--- src/rtl/pixel_pkg.sv ---
// rtl/pixel_pkg.sv - shared pixel driver constants and scheduler state encoding
package pixel_pkg;

  localparam int COLOR_W   = 24;

  // Driver bit timing in clock cycles, and bit/latch counts per command
  localparam int TCK_ZR_HI = 20;
  localparam int TCK_ON_HI = 40;
  localparam int TCK_CYCLE = 63;
  localparam int CNT_COLOR = 24;
  localparam int CNT_RESET = 4000;

  typedef enum logic [2:0] {
    IDLE  = 3'd0,
    FETCH = 3'd1,
    LOAD  = 3'd2,
    PUSH  = 3'd3,
    LATCH = 3'd4
  } sched_state_e;

endpackage

--- src/rtl/color_scaler.sv ---
// rtl/color_scaler.sv - per-byte brightness scaling of a 24-bit colour
module color_scaler
  import pixel_pkg::*;
(
  input  logic [COLOR_W-1:0] color_in,
  input  logic [7:0]         brightness,
  output logic [COLOR_W-1:0] color_out
);

  // brightness+1 so that 255 is an exact pass-through after the >>8
  logic [8:0] factor;
  assign factor = {1'b0, brightness} + 9'd1;

  for (genvar i = 0; i < COLOR_W / 8; i++) begin : g_byte
    logic [15:0] prod;
    assign prod                = {8'd0, color_in[8*i +: 8]} * {7'd0, factor};
    assign color_out[8*i +: 8] = 8'(prod >> 8);
  end

endmodule

--- src/rtl/strip_scheduler.sv ---
// rtl/strip_scheduler.sv - frame sequencer feeding pixel_driver from the frame buffer
module strip_scheduler
  import pixel_pkg::*;
#(
  parameter int NUM_PIXELS = 64,
  parameter int ADDR_BITS  = 6
) (
  input  logic                 clk,
  input  logic                 reset,
  input  logic                 start,
  input  logic                 auto_run,
  input  logic                 bank_sel,
  input  logic [7:0]           brightness,
  output logic                 rd_en,
  output logic                 rd_bank,
  output logic [ADDR_BITS-1:0] rd_addr,
  input  logic [COLOR_W-1:0]   rd_data,
  output logic [COLOR_W-1:0]   drv_color,
  output logic                 drv_reset,
  output logic                 drv_valid,
  input  logic                 drv_ready,
  output logic                 busy,
  output logic                 frame_done
);

  localparam logic [ADDR_BITS-1:0] LAST_ADDR = ADDR_BITS'(NUM_PIXELS - 1);

  sched_state_e         state_q, state_d;
  logic [ADDR_BITS-1:0] addr_q, addr_d;
  logic                 rd_bank_q, rd_bank_d;
  logic [7:0]           bright_q, bright_d;
  logic                 rd_en_q, rd_en_d;
  logic [COLOR_W-1:0]   drv_color_q, drv_color_d;
  logic                 drv_reset_q, drv_reset_d;
  logic                 drv_valid_q, drv_valid_d;
  logic                 busy_q, busy_d;
  logic                 frame_done_q, frame_done_d;

  logic [COLOR_W-1:0]   scaled;
  logic                 accept;

  assign accept = drv_valid_q && drv_ready;

  color_scaler u_scaler (
    .color_in   (rd_data),
    .brightness (bright_q),
    .color_out  (scaled)
  );

  // Next-state and output-register logic for the frame sequencer
  always_comb begin
    state_d      = state_q;
    addr_d       = addr_q;
    rd_bank_d    = rd_bank_q;
    bright_d     = bright_q;
    rd_en_d      = 1'b0;
    drv_color_d  = drv_color_q;
    drv_reset_d  = drv_reset_q;
    drv_valid_d  = drv_valid_q;
    frame_done_d = 1'b0;

    case (state_q)
      IDLE: begin
        if (start) begin
          rd_bank_d = bank_sel;
          bright_d  = brightness;
          addr_d    = '0;
          rd_en_d   = 1'b1;
          state_d   = FETCH;
        end
      end
      FETCH: begin
        state_d = LOAD;
      end
      LOAD: begin
        drv_color_d = scaled;
        drv_reset_d = 1'b0;
        drv_valid_d = 1'b1;
        state_d     = PUSH;
      end
      PUSH: begin
        if (accept) begin
          if (addr_q != LAST_ADDR) begin
            addr_d      = addr_q + ADDR_BITS'(1);
            drv_valid_d = 1'b0;
            rd_en_d     = 1'b1;
            state_d     = FETCH;
          end else begin
            // Latch command goes out back-to-back with the last pixel
            drv_reset_d = 1'b1;
            drv_color_d = '0;
            drv_valid_d = 1'b1;
            state_d     = LATCH;
          end
        end
      end
      LATCH: begin
        if (accept) begin
          drv_valid_d  = 1'b0;
          frame_done_d = 1'b1;
          if (auto_run) begin
            rd_bank_d = bank_sel;
            bright_d  = brightness;
            addr_d    = '0;
            rd_en_d   = 1'b1;
            state_d   = FETCH;
          end else begin
            state_d = IDLE;
          end
        end
      end
      default: begin
        state_d = IDLE;
      end
    endcase

    busy_d = (state_d != IDLE);
  end

  // State and registered outputs; reset aborts any frame in flight
  always_ff @(posedge clk or posedge reset) begin
    if (reset) begin
      state_q      <= IDLE;
      addr_q       <= '0;
      rd_bank_q    <= 1'b0;
      bright_q     <= 8'd0;
      rd_en_q      <= 1'b0;
      drv_color_q  <= '0;
      drv_reset_q  <= 1'b0;
      drv_valid_q  <= 1'b0;
      busy_q       <= 1'b0;
      frame_done_q <= 1'b0;
    end else begin
      state_q      <= state_d;
      addr_q       <= addr_d;
      rd_bank_q    <= rd_bank_d;
      bright_q     <= bright_d;
      rd_en_q      <= rd_en_d;
      drv_color_q  <= drv_color_d;
      drv_reset_q  <= drv_reset_d;
      drv_valid_q  <= drv_valid_d;
      busy_q       <= busy_d;
      frame_done_q <= frame_done_d;
    end
  end

  assign rd_en      = rd_en_q;
  assign rd_bank    = rd_bank_q;
  assign rd_addr    = addr_q;
  assign drv_color  = drv_color_q;
  assign drv_reset  = drv_reset_q;
  assign drv_valid  = drv_valid_q;
  assign busy       = busy_q;
  assign frame_done = frame_done_q;

endmodule
--- config.mk ---
export PLATFORM = sky130hd
export DESIGN_NAME = strip_scheduler
export DESIGN_NICKNAME = d
export VERILOG_FILES = /design/src/rtl/pixel_pkg.sv /design/src/rtl/color_scaler.sv /design/src/rtl/strip_scheduler.sv
export SDC_FILE = /design/constraint.sdc
export NUM_CORES = 1
export LEC_CHECK = 0
export CAP_MARGIN = 20
export CORE_MARGIN = 2
export CORE_UTILIZATION = 35
export CTS_BUF_LIST = sky130_fd_sc_hd__clkbuf_16
export DETAILED_ROUTE_END_ITERATION = 10
export PLACE_DENSITY_LB_ADDON = 0.1
export REMOVE_ABC_BUFFERS = 1
export SETUP_SLACK_MARGIN = 0.05
export SYNTH_ARGS = -nofsm -noshare
export SYNTH_HDL_FRONTEND = slang
export SYNTH_SLANG_ARGS = --single-unit
--- constraint.sdc ---
create_clock -name clk -period 11.3 [get_ports clk]
set_input_delay 2.26 -clock clk [delete_from_list [all_inputs] [get_ports clk]]
set_output_delay 2.26 -clock clk [all_outputs]
set_load 0.02 [all_outputs]
==> flow_results.org <==
** Yosys
- Count of unique library cells instantiated by Yosys :: 49
- In this run, synthesis produced a sequential element count of 47.
- After technology mapping, the gate count stands at 888.
- Among all flip-flop cells after synthesis, the most frequent one is sky130_fd_sc_hd__dfrtp_1.
- Xor/xnor cell area share of the yosys netlist :: 4.750%
- In this run, synthesis inferred 0 flip-flops with an integrated enable.
- A synthesized cell averages a little over 9 µm².
- Fraction of the mapped netlist area in compound gates :: 8.581%
- The synthesized netlist occupies a cell area of 8297 µm².
- Share of synthesized registers carrying an async set or reset :: 100.0%
- For this run, the number of Yosys warnings is 0.
- Post-synthesis adder-cell area fraction :: 43.73%
- Sequential share of the synthesized area :: 14.18%
- By area, the combinational part of the netlist is dominated by adder cells.
- In the synthesized netlist, mux cells make up 1.357% of the area.
- Simple-gate portion of the synthesized area :: between 10% and 20%

** Power and ir drop
- Summed over all nets, the switching power comes to 906.6 µW.
- The clock network burns 9.9% of the power.
- In this run the power density over the cells is 189.4 nW/µm².
- Summed over all cells, the static leakage comes to 0.004976 µW.
- Net switching is 49.65% of the power.
- Worst-case vdd ir drop :: 90.44 µV
- Portion of total power attributed to sequential cells :: 14.0%
- Internal power comes to 919.2 µW.
- Proportion of power drawn by combinational gates :: between 70% and 80%

** GRT
- Entering global routing, the biggest net connects 48 pins.
- Global-route wire length before repair :: around 33000 µm
- For this run the aggregate overflow at the end of global routing stands at 0.
- Global routing used 16.66% of the available tracks.
- Antenna violations before repair :: 0
- Number of global-route vias before repair :: 6469

** Clock network
- Count of buffers added by post-CTS timing repair for setup :: 0
- Source-to-sink clock delay at the later pin of the worst-skew pair :: 0.31 ns
- Clock-pin slew was measured on the worst setup and hold paths at ~0.07 ns.
- Post-cts resize count :: 0
- TritonCTS Buffers :: 5
- The clock passes through at most 2 buffers.
- Quantity of hold-fixing buffers added after cts :: 0
- The cell sitting at the root of the clock tree is a sky130_fd_sc_hd__clkbuf_16.
- Total number of H-tree levels :: 2
- Counting every sink on the clock net gives between 40 and 50.
- CTS tree :: built

** Drt
- In this run the remaining antenna-violating nets after routing total 0.
- The detailed router finished its first iteration with 183 violations.
- The routed design has 19060 µm of wire.
- For this run, the detailed router's first-pass iteration total came to 4.
- Routed length per placed instance :: 14.95 µm
- DRC violations left :: 0
- After detailed routing, the number of vias per cell comes to 4.747.
- Total number of vias :: 6052

** Layout
- 0 antenna diodes ended up in the layout.
- Most frequent standard cell in the layout excluding fill and tap cells :: sky130_fd_sc_hd__inv_1
- Fraction of layout cells with a size suffix above 1 :: 3.870%
- Cells fill between 40% and 50% of the core in the end.
- Most frequent cells in the layout :: 153 x sky130_fd_sc_hd__inv_1, 149 x sky130_fd_sc_hd__and2_1, 120 x sky130_fd_sc_hd__fa_1
- Compared with the post-synthesis result, the final layout area differs by 16.17%.
- Final nets :: 1211

** Die
- In this run the count of I/O pins placed on the die edge is 74.
- Number of core rows :: 56
- The core region is 23400 µm².
- DIE AREA :: 24950 µm²
- Horizontal extent of the die :: 158.0 µm
- The initial utilization of the core area, before any placement, comes to 35.45%.
- Die extent in y :: around 160 µm

** Worst hold path
- The tightest min-delay check is of the flip-flop to flip-flop type.
- Counting instances, the worst hold path has a depth of 1.

** Timing
- The total count of max-transition violations in the final report is 0.
- For this run, the top clock speed supported by timing is 151.6 MHz.
- The clock period could shrink to around 6.6 ns.
- Measured against its own limit, the worst slew margin works out to 56.74%.
- Dividing the final minimum period by the clock period gives 58.39%.
- Worst clock skew on the final layout :: about 0.011 ns
- At the pin with the least slew margin, the transition time is 0.6490 ns.
- Final-report setup violation count :: 0
- RSZ-0062 raised after global routing :: no
- After routing, the total negative slack on setup checks comes to 0 ns.
- Final Hold Viols :: 0

** Worst setup path
- Kind of end point of the critical path :: flip-flop
- Maximum fanout along the worst path :: 9
- For this run, the slowest stage of the critical path takes 0.60 ns.
- Required time at the worst-slack endpoint :: 11.49 ns
- Most used cell along the critical path :: sky130_fd_sc_hd__fa_1
- Critical path cell sequence :: clkdlybuf4s50_1 -> and2_1 -> fa_1 -> fa_1 -> fa_1 -> inv_1 -> fa_1 -> inv_1 -> ha_1 -> a21oi_1 -> o21ai_1 -> and4_1 -> a211oi_1 -> xnor2_1 -> a22o_1
- By startpoint and endpoint, the worst setup path is classified as input pin to flip-flop.
- At the worst endpoint, the arrival time is 6.79 ns.
- Worst Setup Start Kind :: input pin
- The worst register-to-register path has a depth of 18.
- Among all stages on the critical path, the largest delay is contributed by sky130_fd_sc_hd__clkdlybuf4s50_1.

** Outcome
- Result of the run :: finished, final reports clean

** Placed design
- Weighted congestion at the end of routability-driven global placement :: between 0.7 and 0.8
- Detail Placement HPWL :: 14550 µm
- The count of buffers added on input and output ports is 73.

** Run
- Number of max-cap violations :: 0
routing by layer:
layer | GRT usage, % | wire (µm) | vias to the layer above
met2 | 27.35 | 8839 | 60
li1 | - | - | 2937
met5 | 0 | 0 | -
met3 | 1.533 | 395 | 10
met1 | 24.20 | 9657 | 3045
met4 | 3.046 | 170 | 0
critical path: cells and delay by family:
| family | cells | cell delay, ns |
|---|---|---|
| fa+ha+maj | 5 | 2.36 |
| xor+xnor | 1 | 0.10 |
| buf+inv | 3 | 0.69 |
| simple gates | 2 | 0.50 |
| compound gates | 4 | 0.86 |
power by group through the flow:
| stage | Sequential [µW] | Combinational (µW) | Clock [µW] |
|---|---|---|---|
| after floorplan | 298 | 949 | 0 |
| after global placement | 260 | 1410 | 0 |
| after detailed placement | 259 | 1400 | 0 |
| after CTS | 257 | 1420 | 190 |
| after global routing | 264 | 1630 | 195 |
| final | 256 | 1390 | 181 |
path summary, 6_finish.rpt:
path,from,end,slack (ns)
max in group asynchronous,reset,drv_color[6]$_DFFE_PP0P_,8.42
min in group asynchronous,reset,bright_q[3]$_DFFE_PP0P_,2.44
worst max-delay path,rd_data[3],drv_color[3]$_DFFE_PP0P_,4.70
worst min register to register,rd_bank$_DFFE_PP0P_,rd_bank$_DFFE_PP0P_,0.50
worst min-delay path,rd_bank$_DFFE_PP0P_,rd_bank$_DFFE_PP0P_,0.50
worst max register to register,bright_q[0]$_DFFE_PP0P_,drv_color[3]$_DFFE_PP0P_,5.97
logic make-up after synthesis:
kind of cell / Yosys count
flops: 47
simple gates: 288
fa+ha+maj: 218
compound gates: 101
xor+xnor: 45
buf+inv: 179
mux: 10
cell type report:
| type | instances | area [µm²] |
|---|---|---|
| clock inverters | 3 | 47.55 |
| repair buffers | 85 | 840.8 |
| flip-flops and latches | 47 | 1176 |
| clock buffers | 5 | 125.1 |
| multi-input cells | 662 | 6471 |
| fillers | 2429 | 13760 |
| inverters | 154 | 578.1 |
| well taps | 319 | 399.1 |
sequential cells by signal, summed over array words and instances, names as in the netlist:
name,count
drv_valid,1
drv_color,24
busy,1
drv_reset,1
state_q,3
rd_bank,1
bright_q,8
rd_addr,6
rd_en,1
frame_done,1
per-stage QoR:
stage                     std cells  area (µm²)  power [µW]  setup slack [ns]  hold WS (ns)
after floorplan                 863        8200        1247             5.250        0.5010
after global placement         1266        9438        1670             4.407        0.4722
after detailed placement       1266        9438        1658             4.398        0.4787
after CTS                      1274        9610        1863             4.700        0.5000
after global routing           1275        9638        2089             4.357        0.5287
final                          1275        9638        1826             4.702        0.4971
cell usage after synthesis (all sizes together), types with 16 or more instances:
library cell  instances  area, µm²
dfrtp                47       1176
clkbuf               22      82.58
nand2                56      210.2
xnor2                30      262.8
o21ai                18      90.09
inv                 154      578.1
ha                   98       1226
a22o                 23      201.4
and2                149      932.1
nor2                 27      101.4
a21oi                24      120.1
nor2b                16      100.1
fa                  120       2402
(Power assumes the default switching activity.)
